--- src/rtl/io_store_bridge_if.sv ---
// CPU store handshake plus PORTD/DDRD write strobes and bridge status.
// slave = bridge side, master = CPU/observer side.
interface io_store_bridge_if #(
  parameter int FIFO_DEPTH = 4
);
  localparam int LW = $clog2(FIFO_DEPTH) + 1;

  logic          cpu_wr_valid;
  logic [31:0]   cpu_wr_addr;
  logic [31:0]   cpu_wr_data;
  logic          cpu_wr_ready;
  logic          portd_wr_en;
  logic          ddrd_wr_en;
  logic [7:0]    io_wr_data;
  logic          err_unmapped;
  logic [LW-1:0] fifo_level;

  modport slave (
    input  cpu_wr_valid, cpu_wr_addr, cpu_wr_data,
    output cpu_wr_ready, portd_wr_en, ddrd_wr_en, io_wr_data, err_unmapped, fifo_level
  );

  modport master (
    output cpu_wr_valid, cpu_wr_addr, cpu_wr_data,
    input  cpu_wr_ready, portd_wr_en, ddrd_wr_en, io_wr_data, err_unmapped, fifo_level
  );
endinterface

--- src/rtl/io_store_bridge.sv ---
// Buffers CPU stores to PORTD/DDRD and drains them as one-cycle strobes, one cycle after acceptance.
// Ready drops only when the store buffer is full; IO_BRIDGE_PACE_EN inserts one idle cycle after every strobe.
module io_store_bridge #(
  parameter int          FIFO_DEPTH = 4,
  parameter logic [31:0] IO_BASE    = 32'h0000_2000
) (
  input logic              clock,
  input logic              reset,
  io_store_bridge_if.slave bus
);
  localparam int              AW         = $clog2(FIFO_DEPTH);
  localparam int              LW         = $clog2(FIFO_DEPTH) + 1;
  localparam logic [LW-1:0]   FULL_LVL   = LW'(FIFO_DEPTH);
  localparam logic [31:0]     PORTD_ADDR = IO_BASE;
  localparam logic [31:0]     DDRD_ADDR  = IO_BASE + 32'h4;

  typedef enum logic [1:0] {S_IDLE, S_ISSUE, S_GAP} state_t;

  state_t                r_state;
  state_t                w_state_nxt;
  logic [FIFO_DEPTH-1:0] r_mem_tgt;
  logic [7:0]            r_mem_dat [FIFO_DEPTH];
  logic [AW-1:0]         r_wr_ptr;
  logic [AW-1:0]         r_rd_ptr;
  logic [LW-1:0]         r_level;
  logic                  r_run;
  logic                  r_err;
  logic                  r_head_tgt;
  logic [7:0]            r_data;

  logic w_ready, w_accept, w_hit_portd, w_hit_ddrd, w_push, w_pop, w_empty;
  logic w_unused_data;

  assign w_unused_data = ^bus.cpu_wr_data[31:8];
  // r_run keeps ready low while in reset and for no longer than that.
  assign w_ready     = r_run && (r_level != FULL_LVL);
  assign w_accept    = bus.cpu_wr_valid && w_ready;
  assign w_hit_portd = (bus.cpu_wr_addr == PORTD_ADDR);
  assign w_hit_ddrd  = (bus.cpu_wr_addr == DDRD_ADDR);
  assign w_push      = w_accept && (w_hit_portd || w_hit_ddrd);
  assign w_empty     = (r_level == '0);

  always_ff @(posedge clock or negedge reset) begin
    if (!reset) r_state <= S_IDLE;
    else        r_state <= w_state_nxt;
  end

  // Popping the head is what moves the FSM into ISSUE.
  always_comb begin
    w_pop       = 1'b0;
    w_state_nxt = r_state;
    case (r_state)
`ifdef IO_BRIDGE_PACE_EN
      S_ISSUE: w_state_nxt = S_GAP;
`endif
      default: begin
        w_pop       = !w_empty;
        w_state_nxt = w_empty ? S_IDLE : S_ISSUE;
      end
    endcase
  end

  always_comb begin
    bus.portd_wr_en = 1'b0;
    bus.ddrd_wr_en  = 1'b0;
    if (r_state == S_ISSUE) begin
      bus.portd_wr_en = !r_head_tgt;
      bus.ddrd_wr_en  = r_head_tgt;
    end
  end

  assign bus.cpu_wr_ready = w_ready;
  assign bus.io_wr_data   = r_data;
  assign bus.err_unmapped = r_err;
  assign bus.fifo_level   = r_level;

  always_ff @(posedge clock or negedge reset) begin
    if (!reset) begin
      r_wr_ptr   <= '0;
      r_rd_ptr   <= '0;
      r_level    <= '0;
      r_run      <= 1'b0;
      r_err      <= 1'b0;
      r_head_tgt <= 1'b0;
      r_data     <= 8'h00;
    end else begin
      r_run   <= 1'b1;
      r_level <= r_level + LW'(w_push) - LW'(w_pop);
      if (w_push) r_wr_ptr <= r_wr_ptr + AW'(1);
      if (w_pop) begin
        r_rd_ptr   <= r_rd_ptr + AW'(1);
        r_head_tgt <= r_mem_tgt[r_rd_ptr];
        r_data     <= r_mem_dat[r_rd_ptr];
      end
      if (w_accept && !(w_hit_portd || w_hit_ddrd)) r_err <= 1'b1;
    end
  end

  // Entry storage needs no reset: only slots between the pointers are ever read.
  always_ff @(posedge clock) begin
    if (w_push) begin
      r_mem_tgt[r_wr_ptr] <= w_hit_ddrd;
      r_mem_dat[r_wr_ptr] <= bus.cpu_wr_data[7:0];
    end
  end
endmodule
--- src/flat_wrapper.sv ---
// flat-port wrapper written by rule: the top's interface ports become plain ports
module io_store_bridge_flat 
#(
  parameter int          FIFO_DEPTH = 4,
  parameter logic [31:0] IO_BASE    = 32'h0000_2000
)
  (clock, reset, bus_cpu_wr_valid, bus_cpu_wr_addr, bus_cpu_wr_data, bus_cpu_wr_ready, bus_portd_wr_en, bus_ddrd_wr_en, bus_io_wr_data, bus_err_unmapped, bus_fifo_level);
  io_store_bridge_if #(.FIFO_DEPTH(FIFO_DEPTH)) bus_i ();
  input logic clock;
  input logic reset;
  input wire logic [$bits(bus_i.cpu_wr_valid)-1:0] bus_cpu_wr_valid;
  input wire logic [$bits(bus_i.cpu_wr_addr)-1:0] bus_cpu_wr_addr;
  input wire logic [$bits(bus_i.cpu_wr_data)-1:0] bus_cpu_wr_data;
  output wire logic [$bits(bus_i.cpu_wr_ready)-1:0] bus_cpu_wr_ready;
  output wire logic [$bits(bus_i.portd_wr_en)-1:0] bus_portd_wr_en;
  output wire logic [$bits(bus_i.ddrd_wr_en)-1:0] bus_ddrd_wr_en;
  output wire logic [$bits(bus_i.io_wr_data)-1:0] bus_io_wr_data;
  output wire logic [$bits(bus_i.err_unmapped)-1:0] bus_err_unmapped;
  output wire logic [$bits(bus_i.fifo_level)-1:0] bus_fifo_level;
  assign bus_i.cpu_wr_valid = bus_cpu_wr_valid;
  assign bus_i.cpu_wr_addr = bus_cpu_wr_addr;
  assign bus_i.cpu_wr_data = bus_cpu_wr_data;
  assign bus_cpu_wr_ready = bus_i.cpu_wr_ready;
  assign bus_portd_wr_en = bus_i.portd_wr_en;
  assign bus_ddrd_wr_en = bus_i.ddrd_wr_en;
  assign bus_io_wr_data = bus_i.io_wr_data;
  assign bus_err_unmapped = bus_i.err_unmapped;
  assign bus_fifo_level = bus_i.fifo_level;
  io_store_bridge #(.FIFO_DEPTH(FIFO_DEPTH), .IO_BASE(IO_BASE)) u_core (.clock(clock), .reset(reset), .bus(bus_i));
endmodule
--- config.mk ---
export PLATFORM = sky130hd
export DESIGN_NAME = io_store_bridge_flat
export DESIGN_NICKNAME = d
export VERILOG_FILES = /design/src/rtl/io_store_bridge_if.sv /design/src/rtl/io_store_bridge.sv /design/src/flat_wrapper.sv
export SDC_FILE = /design/constraint.sdc
export NUM_CORES = 1
export LEC_CHECK = 0
export BUFFER_PORTS_ARGS = -buffer_cell sky130_fd_sc_hd__buf_2
export CORE_UTILIZATION = 49
export DETAILED_ROUTE_END_ITERATION = 12
export PLACE_DENSITY = 0.76
export SLEW_MARGIN = 20
export SYNTH_ARGS = -nofsm -noshare
export SYNTH_HDL_FRONTEND = slang
export SYNTH_SLANG_ARGS = --single-unit
export TNS_END_PERCENT = 10
--- constraint.sdc ---
create_clock -name clock -period 2.4 [get_ports clock]
set_input_delay 0 -clock clock [delete_from_list [all_inputs] [get_ports clock]]
set_output_delay 0 -clock clock [all_outputs]
set_load 0.02 [all_outputs]
=== Word-level counts from Yosys, hierarchy flattened ===
Memories as Yosys holds them, arrays and structs flattened. A register that Yosys moved wholly into a read port is not among the register bits.
Index checks and enable logic that the tools add are counted.

* Input bits: 67
* Word-level logic and storage cells: 42
* Register bits after elaboration: 15
* Output and inout bits: 15
* Memory bits (writable): 32
* Memories kept: 1

{| class="wikitable"
|+ Memories
! name !! words !! bits a word !! read ports !! clocked after Yosys merged registers in !! wr ports !! RTL line !! text
|-
| u_core.r_mem_dat || 4 || 8 || 1 || 1 || 1 || io_store_bridge.sv:22 || <nowiki>logic [7:0] r_mem_dat [FIFO_DEPTH];</nowiki>
|}

* $add $sub $neg: 4
* Reduce and logical (&&, ||, !) cells: 12
* $lt $le $gt $ge: 3
* Muxes and demuxes: 10
* Equality and inequality tests: 4

{| class="wikitable"
|+ Operators with widths
! operator !! count
|-
| $eq 32x14->1 const B || 2
|-
| $mux 1 || 7
|-
| $lt 2x3->1 const B || 2
|-
| $logic_and 1x1->1 || 5
|-
| $logic_not 1->1 || 5
|-
| $add 2x1->2 const B || 2
|-
| $bwmux 4 || 1
|-
| $add 3x1->3 || 1
|-
| $logic_not 3->1 || 1
|-
| $ne 3x3->1 const B || 1
|-
| $sub 3x1->3 || 1
|-
| $bmux 1 s2 || 1
|-
| $demux 1 s2 || 1
|-
| $ge 2x1->1 const B || 1
|-
| $eq 1x1->1 const B || 1
|-
| $logic_or 1x1->1 || 1
|}

=== Depth between registers and ports, before layout ===
* Depth after elaboration: 6
* Gate-level depth with buffers: 9
* Mapped depth without buffers: 8

=== Worst setup path after synthesis ===
No wires, ideal clock.

* Kind: reg2reg
* Start: register u_core.r_level[0], in the netlist u_core.bus.fifo_level[0]
* End: register u_core.r_level[2], in the netlist u_core.bus.fifo_level[2]
* Data required time: 2277 ps
* Slack: 166 ps
* Arrival: 2111 ps
* Buffers on the path: 1
* Clock period less this slack: 2234 ps
* Stages on the path, launching flop included: 10
* Setup time: 123 ps
* Path through: dfrtp_1 > nor3_1 > inv_1 > clkbuf_1 > ha_1 > inv_1 > ha_1 > fa_1 > xnor2_1 > xnor2_1

* Elaborated cells between the ends (all ways): 8
* Classes of those cells: add/sub: 2; eq/ne: 1; reduce/logical: 5

{| class="wikitable"
|+ RTL lines
! what !! RTL line !! text
|-
| start, declared || io_store_bridge.sv:25 || <nowiki>logic [LW-1:0] r_level;</nowiki>
|-
| start signal, assigned || io_store_bridge.sv:88 || <nowiki>r_level <= r_level + LW'(w_push) - LW'(w_pop);</nowiki>
|-
| $logic_not 3->1 || io_store_bridge.sv:41 || <nowiki>assign w_empty = (r_level == '0);</nowiki>
|-
| $logic_not 1->1 || io_store_bridge.sv:57 || <nowiki>w_pop = !w_empty;</nowiki>
|-
| named net u_core.w_pop || io_store_bridge.sv:31 || <nowiki>logic w_ready, w_accept, w_hit_portd, w_hit_ddrd, w_push, w_pop, w_empty;</nowiki>
|-
| $sub 3x1->3 || io_store_bridge.sv:88 ||
|}

The timed path passes the listed nets, and every way through them passes these cells.
A chain may end at the register's enable or synchronous reset.

=== Worst setup path in the final report ===
* Start: register u_core.r_level[0], in the netlist u_core.bus.fifo_level[0]
* End: register u_core.r_level[2], in the netlist u_core.bus.fifo_level[2]

* Cells in the longest elaborated chain, start to end: 6
* Elaborated cells between the ends (all ways): 8
* Classes of those cells: add/sub: 2; eq/ne: 1; reduce/logical: 5

{| class="wikitable"
|+ RTL lines
! what !! RTL line !! text
|-
| $ne 3x3->1 || io_store_bridge.sv:36 || <nowiki>assign w_ready = r_run && (r_level != FULL_LVL);</nowiki>
|-
| $logic_and 1x1->1 || io_store_bridge.sv:36 ||
|-
| $logic_and 1x1->1 || io_store_bridge.sv:37 || <nowiki>assign w_accept = bus.cpu_wr_valid && w_ready;</nowiki>
|-
| $logic_and 1x1->1 || io_store_bridge.sv:40 || <nowiki>assign w_push = w_accept && (w_hit_portd || w_hit_ddrd);</nowiki>
|-
| $add 3x1->3 || io_store_bridge.sv:88 ||
|-
| $sub 3x1->3 * || io_store_bridge.sv:88 ||
|}

Every way passes the cells marked *; elsewhere a longest branch is shown, timed or not.

==> impl_metrics.tcl <==
set metrics [dict create \
    min_path_cells 3 \
    fp.dieH_um 70.1 \
    die_area_mm2 0.00491 \
    post_cts_buffers 0 \
    htreeDepth 2 \
    p_leak_nw 1.20 \
    r2r_cells 8 \
    hold_viol_final 0 \
    nFillCells 330 \
    peakVddDrop_v 0.000485 \
    critPathLaunchType "flip-flop" \
    fin_skew_ns 0.00562 \
    r2r_slack_ns 0.32 \
    cts_tree "built" \
    finalSetupViolCount 0 \
    root_buffer "clkbuf_8" \
    clk_pin_slew_worst_paths_ns 0.09 \
    crit_path_cell_trace "nor3_1, inv_1, ha_1, inv_1, ha_1, fa_1, xnor2_1, xnor2_1" \
    vias 1349 \
    via_per_inst 5.05 \
    slew-limit-headroom_pct 58.3 \
    r2r-start "u_core.bus.fifo_level[0]$_DFF_PN0_" \
    core.rowCount 24 \
    end_kind "flip-flop" \
    hold_end "u_core.bus.err_unmapped$_DFFE_PN0P_" \
    ys_ff_latch 55 \
    start_util_pct 51.5 \
    fin_tns_setup_ns 0 \
    antenna_found_initial 0 \
    critPathTopFamily "adder cells" \
    powerDensity_mw_per_mm2 556 \
    cts_resized 0 \
    hp-class "input port to flip-flop" \
    total_power_mw 1.55 \
    die_x_um 70.1 \
    max_clock_freq_mhz 482 \
    cts_hold_buf 9 \
    cp.required_ns 2.62 \
    dp_hpwl_um 2910 \
    nNetsFinal 288 \
    min_from "bus_cpu_wr_valid" \
    critical-path-max-stage-delay_ns 0.44 \
    io_pins 82 \
    wl_per_cell_um 14.8 \
    yosysSeqAreaShare_pct 68.5 \
    drt-initial-drc-count 22 \
    syn-mean-instance-area_um2 15.9 \
    mostFrequentLayoutCells "57 x buf_2, 36 x edfxtp_1, 28 x nand2_1" \
    outcome "complete, no violations" \
    cts_made_buffers 5 \
    synth_cells 143 \
    slowest_stage "dfrtp_1" \
    mostFrequentLayoutCell "buf_2" \
    rsz0062_at_grt "no" \
    worstSetupPathType "flip-flop to flip-flop" \
    core_area_mm2 0.00441 \
    synth_area_mm2 0.00227 \
    drive_gt1_share_pct 39.1 \
    slew_violations 0 \
    placed_area_mm2 0.00262 \
    place_congestion 0.784 \
    port_buffers 57 \
    drt-total-wl_um 3960 \
    path_buf_inv 2 \
    grt_pass1_vias 1401 \
    postRouteAntennaNets 0 \
    cp_max_fo 5 \
    synth_cell_types 25 \
    cts_sinks 55 \
    maxCapViolations 0 \
    min_period_ns 2.08 \
    clock_path_buffers 2 \
    synthesis.nets 217 \
    grt_max_degree 20 \
    grt-ovfl-total 0 \
    fin_area_mm2 0.00280 \
    grt_pass1_wl_um 6470 \
    period_share_pct 86.5 \
    yosysWarningCount 0 \
    tightest_slew_ns 0.626 \
    n_antenna_cell 0 \
    crit_arrival_ns 2.30 \
    grtUsageTotal_pct 17.7 \
    drc_errors 0 \
    area_delta_synth_final_pct 23.0 \
    r2r-end "u_core.bus.fifo_level[2]$_DFF_PN0_" \
    insertion_delay_ns 0.30 \
    dr.pass1.iters 4 \
]
[worst max path at each step]
stage / slack [ns] / cells past startpoint / from / endpoint
3_5_place_dp: 0.32 / 8 / u_core.bus.fifo_level[0]$_DFF_PN0_ / u_core.bus.fifo_level[2]$_DFF_PN0_
5_1_grt: 0.13 / 8 / u_core.bus.fifo_level[0]$_DFF_PN0_ / u_core.bus.fifo_level[2]$_DFF_PN0_
4_1_cts: 0.30 / 8 / u_core.bus.fifo_level[0]$_DFF_PN0_ / u_core.bus.fifo_level[2]$_DFF_PN0_
3_3_place_gp: 0.39 / 8 / u_core.bus.fifo_level[0]$_DFF_PN0_ / u_core.bus.fifo_level[2]$_DFF_PN0_
2_1_floorplan: 0.17 / 9 / u_core.bus.fifo_level[0]$_DFF_PN0_ / u_core.bus.fifo_level[2]$_DFF_PN0_
6_report: 0.32 / 8 / u_core.bus.fifo_level[0]$_DFF_PN0_ / u_core.bus.fifo_level[2]$_DFF_PN0_
[stage by stage]
stage          utilization (%)  setup slack (ns)  instances  hold WS [ns]
6_report                  63.3             0.325        267        0.0640
5_1_grt                   63.3             0.127        267        0.0702
4_1_cts                   63.3             0.296        267        0.0567
3_5_place_dp              59.4             0.318        250       -0.0316
3_3_place_gp              59.4             0.390        250       -0.0534
2_1_floorplan                -             0.166        143        -0.296
[routing by layer]
metal  up-vias  share of wire [%]  global-route usage [%]
li1        653                  -                       -
met1       651                 38                    19.5
met2        37                 57                    32.7
met3         8                4.1                    5.34
met4         0                1.2                    4.89
met5         -                  0                       0
[power breakdown]
part           total, mW  switching, mW  internal [mW]
clock              0.475          0.275          0.200
combinational     0.0679         0.0297         0.0382
sequential          1.01       0.000549           1.01
[registers in the layout (all words and copies together), names as in the netlist]
signal,flops
u_core.r_head_tgt,1
u_core.r_wr_ptr,2
u_core.bus.io_wr_data,8
u_core.r_mem_tgt,4
u_core.bus.err_unmapped,1
u_core.bus.fifo_level,3
u_core.r_rd_ptr,2
u_core.r_state,1
u_core.r_run,1
u_core.r_mem_dat,32
[worst register-to-register path: stages, from the launching register on]
cell and delay, ns:
dfrtp_1 0.44, nor3_1 0.27, inv_1 0.09, ha_1 0.28
inv_1 0.04, ha_1 0.18, fa_1 0.37, xnor2_1 0.19
xnor2_1 0.14
[area by class of cell]
cell class              count  area, um2  share of cell area (%)
multi-input cells          76        669                    23.9
clock inverters             3       15.0                   0.537
well taps                  52       65.1                    2.33
flip-flops and latches     55       1560                    55.7
repair buffers             68        390                    14.0
clock buffers               5       68.8                    2.46
inverters                   8       30.0                    1.07
[Yosys cell counts]
| cell | n | area, um2 |
|---|---|---|
| edfxtp_1 | 36 | 1080 |
| nand2_1 | 28 | 105 |
| dfrtp_1 | 19 | 475 |
| mux4_2 | 9 | 203 |
| inv_1 | 8 | 30.0 |
| and2_1 | 6 | 37.5 |
| ha_1 | 6 | 75.1 |
| xnor2_1 | 5 | 43.8 |
| clkbuf_1 | 3 | 11.3 |
| nor3_1 | 3 | 15.0 |
| nor4_1 | 3 | 18.8 |
| nor4_2 | 3 | 37.5 |
| nor2_1 | 2 | 7.51 |
| a21boi_0 | 1 | 7.51 |
| buf_2 | 1 | 5.00 |
| conb_1 | 1 | 3.75 |
| fa_1 | 1 | 20.0 |
| mux2_4 | 1 | 15.0 |
| nand4_1 | 1 | 6.26 |
| nand4_2 | 1 | 12.5 |
| nor2b_1 | 1 | 6.26 |
| nor3_4 | 1 | 16.3 |
| nor4b_2 | 1 | 15.0 |
| o21bai_1 | 1 | 7.51 |
| o311ai_2 | 1 | 16.3 |
[cells by family (layout without fill, tap and decap cells)]
family	after synthesis	in the layout	synth area share, %
simple gates	50	50	12.2
compound gates	3	3	1.38
flops	55	55	68.5
other cells	1	1	0.165
fa+ha+maj	7	7	4.18
xor+xnor	5	5	1.93
buf+inv	12	84	2.04
mux	10	10	9.58
Note: power is estimated with default switching activity, not from simulation.
